File: src/rtl/life_pkg.sv
// life_pkg: shared constants for the Game of Life cell-array stage
package life_pkg;
   localparam int BAND_ROWS = 4;
   typedef enum logic [1:0] {PH_IDLE, PH_WRITE_ARRAY, PH_RUN, PH_WRITE_MEM} phase_t;
   localparam logic [3:0] BIRTH_COUNT = 4'd3;
   localparam logic [3:0] SURVIVE_COUNT = 4'd2;
endpackage

File: src/rtl/life_cell_next.sv
// life_cell_next: B3/S23 next-state of one cell from its eight neighbours
module life_cell_next import life_pkg::*; (
   input  logic [7:0] nbr,
   input  logic       cur,
   output logic       nxt
);
   logic [3:0] cnt;
   always_comb begin
      cnt = 4'($countones(nbr));
      nxt = (cnt == BIRTH_COUNT) | (cur & (cnt == SURVIVE_COUNT));
   end
endmodule

File: src/rtl/life_grid.sv
// life_grid: toroidal Life grid with banded next-generation compute and atomic commit
module life_grid import life_pkg::*; #(
   parameter int COLS = 16,
   parameter int ROWS = 16,
   localparam int RW = $clog2(ROWS)
) (
   input  logic                      clk,
   input  logic                      reset,
   input  logic                      write_array,
   input  logic                      run,
   input  logic [1:0]                pos,
   input  logic                      write_mem,
   input  logic                      wr_req,
   input  logic [RW-1:0]             wr_row,
   input  logic [COLS-1:0]           wr_data,
   output logic                      wr_ack,
   input  logic [RW-1:0]             rd_row,
   output logic [COLS-1:0]           rd_data,
   output logic                      mem_we,
   output logic [1:0]                mem_addr,
   output logic [BAND_ROWS*COLS-1:0] mem_wdata,
   output logic [15:0]               generation,
   output logic                      gen_tick
);
   logic [ROWS-1:0][COLS-1:0]        grid, shadow;
   logic [BAND_ROWS+1:0][COLS-1:0]   win;
   logic [BAND_ROWS-1:0][COLS-1:0]   nxt;
   logic [3:0]                       band_done;
   logic [RW-1:0]                    base;
   phase_t                           phase;

   // window row i maps to grid row base+i-1, wrapping at the top and bottom edges
   function automatic logic [RW-1:0] win_row(input logic [1:0] p, input int i);
      int r;
      r = int'(p) * BAND_ROWS + i - 1;
      return (r < 0) ? RW'(ROWS - 1) : (r >= ROWS) ? '0 : RW'(r);
   endfunction

   always_comb begin
      phase = write_array ? PH_WRITE_ARRAY : run ? PH_RUN : write_mem ? PH_WRITE_MEM : PH_IDLE;
      base  = RW'(int'(pos) * BAND_ROWS);
      win   = '0;
      for (int i = 0; i < BAND_ROWS + 2; i++) win[i] = grid[win_row(pos, i)];
   end

   for (genvar r = 0; r < BAND_ROWS; r++) begin : g_row
      for (genvar c = 0; c < COLS; c++) begin : g_col
         localparam int CL = (c + COLS - 1) % COLS;
         localparam int CR = (c + 1) % COLS;
         life_cell_next u_cell (
            .nbr({win[r][CL], win[r][c], win[r][CR],
                  win[r+1][CL], win[r+1][CR],
                  win[r+2][CL], win[r+2][c], win[r+2][CR]}),
            .cur(win[r+1][c]),
            .nxt(nxt[r][c])
         );
      end
   end

   always_ff @(posedge clk or negedge reset) begin
      if (!reset) begin
         grid       <= '0;
         shadow     <= '0;
         band_done  <= '0;
         wr_ack     <= 1'b0;
         rd_data    <= '0;
         mem_we     <= 1'b0;
         mem_addr   <= '0;
         mem_wdata  <= '0;
         generation <= '0;
         gen_tick   <= 1'b0;
      end else begin
         wr_ack   <= 1'b0;
         mem_we   <= 1'b0;
         gen_tick <= 1'b0;
         rd_data  <= grid[rd_row];
         if (phase == PH_WRITE_ARRAY && wr_req) begin
            grid[wr_row] <= wr_data;
            band_done    <= '0;
            wr_ack       <= 1'b1;
         end else if (phase == PH_RUN) begin
            shadow[base +: BAND_ROWS] <= nxt;
            band_done[pos]            <= 1'b1;
         end else if (phase == PH_WRITE_MEM) begin
            mem_we    <= 1'b1;
            mem_addr  <= pos;
            mem_wdata <= grid[base +: BAND_ROWS];
            if (pos == 2'd3 && &band_done) begin
               grid       <= shadow;
               band_done  <= '0;
               generation <= generation + 16'd1;
               gen_tick   <= 1'b1;
            end
         end
      end
   end
endmodule

File: config.mk
export PLATFORM = sky130hd
export DESIGN_NAME = life_grid
export DESIGN_NICKNAME = d
export VERILOG_FILES = /design/src/rtl/life_pkg.sv /design/src/rtl/life_cell_next.sv /design/src/rtl/life_grid.sv
export SDC_FILE = /design/constraint.sdc
export NUM_CORES = 2
export LEC_CHECK = 0
export CAP_MARGIN = 15
export CORE_MARGIN = 1
export CORE_UTILIZATION = 60
export CTS_CLUSTER_DIAMETER = 40
export DETAILED_ROUTE_END_ITERATION = 10
export PLACE_DENSITY_LB_ADDON = 0.2
export SLEW_MARGIN = 20
export SYNTH_ARGS = -nofsm -noshare
export SYNTH_HDL_FRONTEND = slang
export SYNTH_SLANG_ARGS = --single-unit
File: constraint.sdc
create_clock -name clk -period 7.45 [get_ports clk]
set_clock_uncertainty 0.15 [all_clocks]
set_input_delay 1.1175 -clock clk [delete_from_list [all_inputs] [get_ports clk]]
set_output_delay 1.1175 -clock clk [all_outputs]
set_load 0.05 [all_outputs]
==> results.env <==
STATUS='completed'
DRIVE_GT1_FRAC=0.143
MOSTFREQUENTLAYOUTCELLS='sky130_fd_sc_hd__dfrtp_1, sky130_fd_sc_hd__nand2_1, sky130_fd_sc_hd__inv_1'
SETUP_FIX_BUFS_POST_CTS=0
CP_NUM_BUF_INV=5
WORST_HOLD_SLACK_NS=0.322
POST_CTS_GATE_RESIZE_COUNT=0
ROUTE.VIAS.TOTAL=31045
CTS-BUFFERS-INSERTED=106
YOSYSSEQAREASHARE=0.388
GR-TOTAL-OVERFLOW=0
MIN_PERIOD_NS=5.80
FLOORPLAN.DIE_AREA_UM2=67400
WORST_EP_ARRIVAL_TIME_NS=6.15
AVGVIACOUNTPERCELL=6.73
LAYOUT.CELL_AREA.NON_FILLER_UM2=45500
POST-SYNTH-TOP-AREA-FRACTION=0.388
POSTSYNTHREGISTERBITS=617
DIEHEIGHT_UM=260
RSZ0062_AT_GRT='no'
SYNTH_TOP_CELL_BY_AREA='sky130_fd_sc_hd__dfrtp_1'
POST_CTS_HOLD_BUFFER_COUNT=0
TIMING.CRITICAL_PATH.CELLS='buf_4 -> inv_1 -> ha_1 -> nor2_4 -> buf_12 -> mux4_2 -> ha_1 -> inv_1 -> fa_1 -> fa_1 -> inv_1 -> ha_1 -> fa_1 -> nor2_1 -> o211ai_1 -> o21ai_0'
YOSYS.CELL_TYPES.COUNT=46
GLOBAL_ROUTE.USAGE.TOTAL=0.402
DESIGN_POWER_TOTAL_mW=16.7
CRITICAL-PATH-TOP-DELAY-FAMILY='adder cells'
DETAIL_ROUTE.WL_PER_CELL_UM=28.3
MAXCAPVIOLATIONS=0
DRT_FIRST_ITER_VIOLATIONS=3871
STATIC-LEAKAGE-POWER_nW=20.8
TIMING_WORST_SLEW_PIN_VALUE_NS=1.25
CTS_TREE='done'
ANTENNA_FOUND_INITIAL=13
WORST_HOLD_PATH_TYPE='flop to flop'
POWER_PER_CELL_AREA_nW_PER_UM2=366
TOTAL_OF_BUFFERS_PLACED_ON_INPUT_AND_OUTPUT_PORTS=132
CRIT_PATH_MAX_FANOUT=42
SYNTH.AREA.TOP_CELLS='sky130_fd_sc_hd__dfrtp_1, sky130_fd_sc_hd__fa_1, sky130_fd_sc_hd__mux4_2'
LAYOUT_WORST_PATH_CYCLE_SHARE=0.778
HIGHEST_CELL_DELAY_ON_THE_WORST_TIMING_PATH_NS=0.62
INITIAL_UTILIZATION=0.606
DIE_WIDTH_UM=260
FMAX_MHz=172
NUMBER_OF_ENABLE_FLIP_FLOP_CELLS_AFTER_SYNTHESIS=0
SHARE_OF_ASYNC_SETTABLE_OR_ASYNC_RESETTABLE_FLOPS_AFTER_SYNTHESIS=1.00
GRT_PASS1_WL_UM=201000
TIMING.SETUP.CRITICAL_PATH_CLASS='primary input to flop'
CLOCKROOTBUFFER='sky130_fd_sc_hd__clkbuf_16'
ROWS=94
CORE_REGION_AREA_UM2=65700
PLACED_CELL_AREA_UM2=41800
CLOCKBUFFERDEPTH=3
VDD.IR_DROP.WORST_mV=0.199
AVGSYNTHCELLAREA_UM2=11.1
SYNTH_NETS=4160
CRIT_PATH_START_KIND='primary input'
CRITICAL-PATH-SLOWEST-CELL='sky130_fd_sc_hd__mux4_2'
ROUTABILITY_CONG=0.921
CTS.SINKS=617
HTREEDEPTH=3
CTS.CLK_SLEW.WORST_PATHS_NS=0.05
SLEW_VIOL_FINAL=0
DOMINANTREGCELLSYNTH='sky130_fd_sc_hd__dfrtp_1'
DRC=0
IO-PIN-COUNT=133
HOLD_VIO_CNT_FINAL=0
WIRELENGTH_UM=131000
CLOCK_LATENCY_OF_THE_LATER_CLOCKED_REGISTER_IN_THE_WORST_SKEW_PAIR_NS=0.68
LAYOUT_COMMONEST_CELL='sky130_fd_sc_hd__dfrtp_1'
NNETSFINAL=4237
GRT_PASS1_VIAS=32627
SETUP_TNS_NS=0
DETAIL-ROUTE-ANTENNA-NETS=0
HPWLAFTERDP_UM=83500
WORST_EP_REQUIRED_TIME_NS=7.80
RELSLEWSLACK=0.167
WORST_SETUP_PATH_END_KIND='flop'
YOSYS_WARNINGS=0
NETLIST_AREA_UM2=39800
AREA_GROWTH_PCT=14.3
SETUP_VIOLATIONS=0
GRT_START_MAX_NET_PINS=165
SYN_INST=3578
DRT_PRE_ANTENNA_ITERS=7
[cell families after synthesis]
logic type	count (synthesis)	synth area share
buffers and inverters	683	0.0693
adders and majority gates	550	0.221
DFF	617	0.388
muxes	231	0.112
AOI/OAI and AO/OA	798	0.131
and+or+nand+nor	665	0.0717
xor gates and xnor gates	34	0.00748
[cell usage after synthesis (4+ instances only)]
cell,count
sky130_fd_sc_hd__dfrtp_1,617
sky130_fd_sc_hd__nand2_1,487
sky130_fd_sc_hd__inv_1,470
sky130_fd_sc_hd__o21ai_0,371
sky130_fd_sc_hd__ha_1,294
sky130_fd_sc_hd__fa_1,256
sky130_fd_sc_hd__a22oi_1,218
sky130_fd_sc_hd__mux4_2,165
sky130_fd_sc_hd__clkbuf_1,118
sky130_fd_sc_hd__and2_1,74
sky130_fd_sc_hd__a221o_1,70
sky130_fd_sc_hd__buf_2,69
sky130_fd_sc_hd__mux2_2,66
sky130_fd_sc_hd__o21ai_1,61
sky130_fd_sc_hd__nor2_1,57
sky130_fd_sc_hd__o2111ai_1,37
sky130_fd_sc_hd__xor2_1,21
sky130_fd_sc_hd__o211ai_1,14
sky130_fd_sc_hd__xnor2_1,13
sky130_fd_sc_hd__buf_6,11
sky130_fd_sc_hd__o211ai_2,11
sky130_fd_sc_hd__o21ai_2,10
sky130_fd_sc_hd__nand4_1,9
sky130_fd_sc_hd__buf_4,7
sky130_fd_sc_hd__buf_1,6
sky130_fd_sc_hd__nor3_1,5
sky130_fd_sc_hd__nor4_1,5
sky130_fd_sc_hd__a21oi_1,4
sky130_fd_sc_hd__and3_1,4
sky130_fd_sc_hd__nand3_1,4
[layer usage]
metal / global-route usage / part of all wire
met5: 0 / 0.00073
met4: 0.203 / 0.055
met3: 0.124 / 0.13
met2: 0.600 / 0.45
met1: 0.535 / 0.37
[power breakdown]
group / switching, mW / leakage [nW] / internal (mW) / total (mW)
Clock: 1.96 / 1.81 / 3.10 / 5.05
Combinational: 4.39 / 10.7 / 2.66 / 7.05
Sequential: 0.553 / 8.26 / 4.02 / 4.57
Total: 6.90 / 20.8 / 9.77 / 16.7
[sequential cells by signal, summed over array words and instances, names as in the netlist]
signal,flops
grid,256
shadow,256
mem_wdata,64
mem_addr,2
rd_data,16
band_done,4
wr_ack,1
gen_tick,1
mem_we,1
generation,16
[through the flow]
stage          utilization  setup WS [ns]  cells
2_1_floorplan            -           1.79   3578
3_3_place_gp         0.636           1.17   4411
3_5_place_dp         0.636           1.01   4411
4_1_cts              0.692           1.70   4611
5_1_grt              0.692           1.43   4612
6_report             0.692           1.65   4614
[final cells by class]
type	count	area [um^2]
multi-input cells	2278	21700
fillers	4581	20200
flip-flops and latches	617	15400
clock buffers	125	2860
inverters	472	1780
repair buffers	180	1750
well taps	864	1080
clock inverters	75	878
diodes	3	7.51
[worst paths after layout]
path | start | end | cells after the start | slack (ns)
min in group asynchronous | reset | shadow[220] | 1 | 0.33
worst max register to register | grid[62] | shadow[191] | 12 | 3.34
worst max-delay path | pos[1] | shadow[132] | 16 | 1.65
max in group asynchronous | reset | shadow[213] | 2 | 5.28
worst min-delay path | generation[15] | generation[15] | 1 | 0.32
worst min register to register | generation[15] | generation[15] | 1 | 0.32
(Power assumes the default switching activity.)
